==> src/rtl/cell_addr_sequencer.sv <==
`default_nettype none
// cell_addr_sequencer: raster-order pixel address walker over a window of image cells.
// Define CELL_ADDR_LAST_EN to add the oLastPix / oLastCell end-of-cell and end-of-run markers.
module cell_addr_sequencer #(
  parameter int CELL_W     = 8,
  parameter int CELL_H     = 8,
  parameter int CELLS_X    = 8,
  parameter int CELLS_Y    = 16,
  parameter int IMG_STRIDE = 66,
  parameter int ADDR_W     = 14,
  parameter int IDX_W      = 7
) (
  input  logic              iClk,
  input  logic              iRstN,
  input  logic              iStart,
  input  logic [IDX_W-1:0]  iStartIdx,
  input  logic              iSingle,
  input  logic              iAbort,
  output logic              oAddrValid,
  input  logic              iAddrReady,
  output logic [ADDR_W-1:0] oAddr,
  output logic [IDX_W-1:0]  oCellIdx,
  output logic [ADDR_W-1:0] oBeginRow,
  output logic [ADDR_W-1:0] oBeginCol,
  output logic              oBusy,
  output logic              oDone,
  output logic              oErr
`ifdef CELL_ADDR_LAST_EN
  ,
  output logic              oLastPix,
  output logic              oLastCell
`endif
);

  localparam int TOTAL = CELLS_X * CELLS_Y;
  localparam int PX_W  = (CELL_W  > 1) ? $clog2(CELL_W)  : 1;
  localparam int PY_W  = (CELL_H  > 1) ? $clog2(CELL_H)  : 1;
  localparam int CX_W  = (CELLS_X > 1) ? $clog2(CELLS_X) : 1;

  localparam logic [ADDR_W-1:0] ROW_STEP  = ADDR_W'(CELL_H * IMG_STRIDE);
  localparam logic [ADDR_W-1:0] LINE_STEP = ADDR_W'(IMG_STRIDE);
  localparam logic [ADDR_W-1:0] COL_STEP  = ADDR_W'(CELL_W);
  localparam logic [ADDR_W-1:0] ADDR_ONE  = ADDR_W'(1);
  localparam logic [PX_W-1:0]   PX_LAST   = PX_W'(CELL_W - 1);
  localparam logic [PY_W-1:0]   PY_LAST   = PY_W'(CELL_H - 1);
  localparam logic [CX_W-1:0]   CX_LAST   = CX_W'(CELLS_X - 1);
  localparam logic [IDX_W-1:0]  IDX_LAST  = IDX_W'(TOTAL - 1);

  typedef enum logic [1:0] {S_IDLE = 2'd0, S_RUN = 2'd1, S_DONE = 2'd2} state_t;

  state_t            state, state_nxt;
  logic [PX_W-1:0]   px;
  logic [PY_W-1:0]   py;
  logic [CX_W-1:0]   cx;
  logic [ADDR_W-1:0] line_base;
  logic              single;

  logic              start_req, start_ok, fire, cell_end, run_end;
  logic [ADDR_W-1:0] start_row, start_col, next_row, next_col, next_base;
  logic [CX_W-1:0]   start_cx, next_cx;

  assign start_req = (state == S_IDLE) && iStart;
  assign fire      = (state == S_RUN) && iAddrReady;
  assign cell_end  = fire && (px == PX_LAST) && (py == PY_LAST);
  assign run_end   = cell_end && (single || (oCellIdx == IDX_LAST));

  // Start-cell bases come from an elaboration-time constant table, so no
  // runtime divide/multiply is needed for an arbitrary start index.
  always_comb begin
    start_ok  = 1'b0;
    start_row = '0;
    start_col = '0;
    start_cx  = '0;
    for (int i = 0; i < TOTAL; i++) begin
      if (int'(iStartIdx) == i) begin
        start_ok  = 1'b1;
        start_row = ADDR_W'((i / CELLS_X) * CELL_H * IMG_STRIDE);
        start_col = ADDR_W'((i % CELLS_X) * CELL_W);
        start_cx  = CX_W'(i % CELLS_X);
      end
    end
  end

  always_comb begin
    next_row = oBeginRow;
    next_col = oBeginCol + COL_STEP;
    next_cx  = cx + CX_W'(1);
    if (cx == CX_LAST) begin
      next_row = oBeginRow + ROW_STEP;
      next_col = '0;
      next_cx  = '0;
    end
  end

  assign next_base = next_row + next_col;

  always_ff @(posedge iClk or negedge iRstN) begin
    if (!iRstN) state <= S_IDLE;
    else        state <= state_nxt;
  end

  always_comb begin
    state_nxt  = state;
    oAddrValid = 1'b0;
    oBusy      = 1'b0;
    oDone      = 1'b0;
    case (state)
      S_IDLE: if (start_req && start_ok) state_nxt = S_RUN;
      S_RUN: begin
        oAddrValid = 1'b1;
        oBusy      = 1'b1;
        if (iAbort)       state_nxt = S_IDLE;
        else if (run_end) state_nxt = S_DONE;
      end
      S_DONE: begin
        oDone     = 1'b1;
        state_nxt = S_IDLE;
      end
      default: state_nxt = S_IDLE;
    endcase
  end

  always_ff @(posedge iClk or negedge iRstN) begin
    if (!iRstN) begin
      oErr      <= 1'b0;
      oAddr     <= '0;
      oCellIdx  <= '0;
      oBeginRow <= '0;
      oBeginCol <= '0;
      line_base <= '0;
      px        <= '0;
      py        <= '0;
      cx        <= '0;
      single    <= 1'b0;
    end else begin
      oErr <= start_req && !start_ok;
      if (start_req && start_ok) begin
        oCellIdx  <= iStartIdx;
        oBeginRow <= start_row;
        oBeginCol <= start_col;
        cx        <= start_cx;
        px        <= '0;
        py        <= '0;
        line_base <= start_row + start_col;
        oAddr     <= start_row + start_col;
        single    <= iSingle;
      end else if (fire && !run_end) begin
        if (px != PX_LAST) begin
          px    <= px + PX_W'(1);
          oAddr <= oAddr + ADDR_ONE;
        end else if (py != PY_LAST) begin
          px        <= '0;
          py        <= py + PY_W'(1);
          line_base <= line_base + LINE_STEP;
          oAddr     <= line_base + LINE_STEP;
        end else begin
          px        <= '0;
          py        <= '0;
          cx        <= next_cx;
          oCellIdx  <= oCellIdx + IDX_W'(1);
          oBeginRow <= next_row;
          oBeginCol <= next_col;
          line_base <= next_base;
          oAddr     <= next_base;
        end
      end
    end
  end

`ifdef CELL_ADDR_LAST_EN
  assign oLastPix  = oAddrValid && (px == PX_LAST) && (py == PY_LAST);
  assign oLastCell = oLastPix && (single || (oCellIdx == IDX_LAST));
`endif

endmodule
`default_nettype wire
==> config.mk <==
export PLATFORM = sky130hd
export DESIGN_NAME = cell_addr_sequencer
export DESIGN_NICKNAME = d
export VERILOG_FILES = /design/src/rtl/cell_addr_sequencer.sv
export SDC_FILE = /design/constraint.sdc
export NUM_CORES = 1
export LEC_CHECK = 0
export BUFFER_PORTS_ARGS = -buffer_cell sky130_fd_sc_hd__buf_2
export CORE_ASPECT_RATIO = 0.6
export CORE_MARGIN = 2
export CORE_UTILIZATION = 38
export CTS_CLUSTER_SIZE = 8
export DETAILED_ROUTE_END_ITERATION = 10
export GPL_TIMING_DRIVEN = 1
export PLACE_DENSITY = 0.54
export REMOVE_ABC_BUFFERS = 1
export SLEW_MARGIN = 20
export SYNTH_ARGS = -nofsm -noshare
export SYNTH_HDL_FRONTEND = slang
export SYNTH_SLANG_ARGS = --single-unit
==> constraint.sdc <==
create_clock -name iClk -period 6.4 [get_ports iClk]
set_clock_uncertainty 0.1 [all_clocks]
set_input_delay 0.96 -clock iClk [delete_from_list [all_inputs] [get_ports iClk]]
set_output_delay 0.96 -clock iClk [all_outputs]
set_load 0.01 [all_outputs]
==> flow_summary.json <==
{
  "outcome": "finished clean",
  "io_buffers": 61,
  "synthFlopType": "dfrtp_1",
  "syn_area_per_cell_um2": 8.54,
  "tns_ns": 0,
  "start_kind": "flop",
  "first_global_vias": 4274,
  "crit_path_max_fanout": 29,
  "timing.fmax_mhz": 260,
  "pin_count": 66,
  "die_h_um": 91.7,
  "core_area_mm2": 0.0123,
  "clockPowerShare_pct": 33.5,
  "drv_cap": 0,
  "synth.distinct_cells": 68,
  "hp-start": "py[1]",
  "fin_nets": 657,
  "numCtsBuffers": 9,
  "seq_area_frac_synth_pct": 37.0,
  "num_rows": 31,
  "crit_end": "oAddr[10]",
  "cts_setup_buffers": 0,
  "routed_wl_um": 14300,
  "n_antenna_cell": 0,
  "tritoncts": "yes",
  "period_share_pct": 60.2,
  "start_util_pct": 39.6,
  "comb_power_share_pct": 30.6,
  "ir_worst_vdd_v": 0.000125,
  "cellPowerDensity_mw_per_mm2": 312,
  "grt.total_usage_pct": 21.6,
  "ys_ff_latch": 72,
  "rr_endpoint": "oAddr[10]",
  "relSlewSlack_pct": 27.3,
  "drc": 0,
  "path_class": "flop to flop",
  "crit_start": "cx[0]",
  "htree_levels": 3,
  "vias_per_cell": 5.73,
  "gr-total-overflow": 0,
  "clk_latency_ns": 0.34,
  "postSynth.asyncResetShare_pct": 100,
  "crit_arrival_ns": 4.00,
  "p_seq_share_pct": 35.8,
  "post_cts_resize_count": 0,
  "cts-root-buf": "clkbuf_16",
  "area_growth_pct": 15.8,
  "drtIter0Drc": 314,
  "synth_warnings": 0,
  "grt_antenna_before_repair": 0,
  "wl_per_cell_um": 18.1,
  "synth_area_mm2": 0.00487,
  "synth_edf_count": 0,
  "r2r_cells": 10,
  "hold_class": "flop to flop",
  "grt_max_degree": 73,
  "fin_ws_ns": 2.55,
  "setup_viol": 0,
  "clk_path_buf_depth": 2,
  "drive_above_1_share_pct": 16.5,
  "drt_pass1_iterations": 5,
  "grt_first_pass_wirelength_um": 23000,
  "postCtsHoldBufs": 0,
  "critPathCaptureType": "flop",
  "antenna_left": 0,
  "final_hold_viol_count": 0,
  "clock-sinks": 72,
  "dp_hpwl_um": 10400,
  "worstMarginPinSlew_ns": 1.09,
  "min_period_ns": 3.85,
  "path_clk_slew_ns": 0.06,
  "num-fill-cells": 1199,
  "rsz0062_at_grt": "no",
  "synthCells": 571,
  "swShare_pct": 35.6,
  "p_sw_w": 0.000628,
  "slew_viol_final": 0,
  "r2r_slack_ns": 2.55,
  "die_x_um": 150,
  "vias": 4524,
  "finalWeightedCongestion": 0.863,
  "pre_cts_slack_ns": 2.60,
  "dieArea_mm2": 0.0138,
  "p_int_w": 0.00113,
  "rr_startpoint": "cx[0]",
  "leakage_nw": 2.50,
  "cp_data_required_time_ns": 6.54
}
cells by family (layout without fill, tap and decap cells):
kind of cell             Yosys count  after routing  share of synthesized area (%)
AO/OA/AOI/OAI                    134            134                           18.5
XOR/XNOR                          50             50                           8.98
adder cells (fa/ha/maj)           24             24                           6.31
buffers and inverters             41             90                           3.75
flip-flops                        72             72                           37.0
multiplexers                       6              6                           1.31
other                              1              6                         0.0769
AND/OR/NAND/NOR                  243            243                           24.1
worst max-delay path, stage by stage (launching register included):
cell and delay (ns):
dfrtp_1 0.38, ha_1 0.16, ha_1 0.87, mux2_2 0.44, ha_1 0.36, a21o_1 0.22, a311o_2 0.36, a41oi_2 0.29
xnor2_1 0.18, a311oi_2 0.13, a311oi_1 0.25
metal layers:
metal / vias to the layer above / routed length, µm / share of wire [%] / GRT usage [%]
met5: - / 0 / 0 / 0
met4: 0 / 127 / 0.89 / 4.40
met3: 15 / 959 / 6.7 / 4.93
met2: 149 / 5970 / 42 / 30.3
met1: 2214 / 7270 / 51 / 33.6
li1: 2146 / - / - / -
power groups by stage:
stage / logic (W) / registers, W / clock network, W
detailed placement: 0.000537 / 0.000637 / 0
global route: 0.000603 / 0.000646 / 0.000618
global placement: 0.000526 / 0.000634 / 0
CTS: 0.000540 / 0.000630 / 0.000600
floorplan: 0.000355 / 0.000637 / 0
finish: 0.000540 / 0.000631 / 0.000591
sequential cells by signal, indices dropped and copies added, names as in the netlist, 2 cells and up:
| register | flops |
|---|---|
| px | 3 |
| oAddr | 14 |
| state | 2 |
| oCellIdx | 7 |
| cx | 3 |
| py | 3 |
| oBeginRow | 10 |
| line_base | 14 |
| oBeginCol | 14 |
how the worst min path moves through the flow:
stage | slack, ns | to | cells after the start
CTS | 0.41 | line_base[0] | 2
floorplan | 0.36 | line_base[0] | 2
finish | 0.41 | py[1] | 2
global route | 0.46 | py[1] | 2
detailed placement | 0.40 | px[2] | 2
global placement | 0.38 | line_base[0] | 2
placed cells by master, fill, tap and decap left out, drive strengths merged, types with 4 or more instances in the layout:
cell type,count
nand2,77
dfrtp,72
buf,66
nor2,56
a21oi,43
nand3,34
xnor2,26
o21ai,25
xor2,24
ha,23
a31oi,20
nor3,16
nand4,15
and3,9
clkbuf,9
nor2b,8
or3,7
inv,7
a21o,7
conb,6
o21a,4
a311oi,4
cell usage after synthesis, drive strengths merged (6+ instances only):
library cell | n | area share, %
a21o | 7 | 1.2
a21oi | 43 | 4.4
a31oi | 20 | 2.7
and3 | 9 | 1.2
buf | 14 | 1.7
clkbuf | 19 | 1.5
dfrtp | 72 | 37
ha | 23 | 5.9
inv | 6 | 0.46
nand2 | 77 | 5.9
nand3 | 34 | 3.5
nand4 | 15 | 1.9
nor2 | 56 | 4.3
nor2b | 8 | 1.0
nor3 | 16 | 1.9
o21ai | 25 | 2.6
or3 | 7 | 0.90
xnor2 | 26 | 4.7
xor2 | 24 | 4.3
stage by stage:
| step | hold WS (ns) | cells | area (µm²) | utilization (%) | total power, W |
|---|---|---|---|---|---|
| floorplan | 0.361 | 543 | 4740 | - | 0.000992 |
| global placement | 0.378 | 774 | 5300 | 43.1 | 0.00116 |
| detailed placement | 0.401 | 774 | 5300 | 43.1 | 0.00117 |
| CTS | 0.415 | 790 | 5640 | 45.9 | 0.00177 |
| global route | 0.465 | 790 | 5640 | 45.9 | 0.00187 |
| finish | 0.406 | 790 | 5640 | 45.9 | 0.00176 |
final cells by class:
cell class | instances | area (µm²) | area share, %
Clock buffer | 9 | 225 | 3.99
Inverter | 8 | 30.0 | 0.532
Sequential cell | 72 | 1800 | 31.9
Timing Repair Buffer | 66 | 345 | 6.12
Multi-Input combinational cell | 463 | 2920 | 51.7
Clock inverter | 7 | 119 | 2.11
Tap cell | 165 | 206 | 3.66
Note: power is estimated with default switching activity, not from simulation.
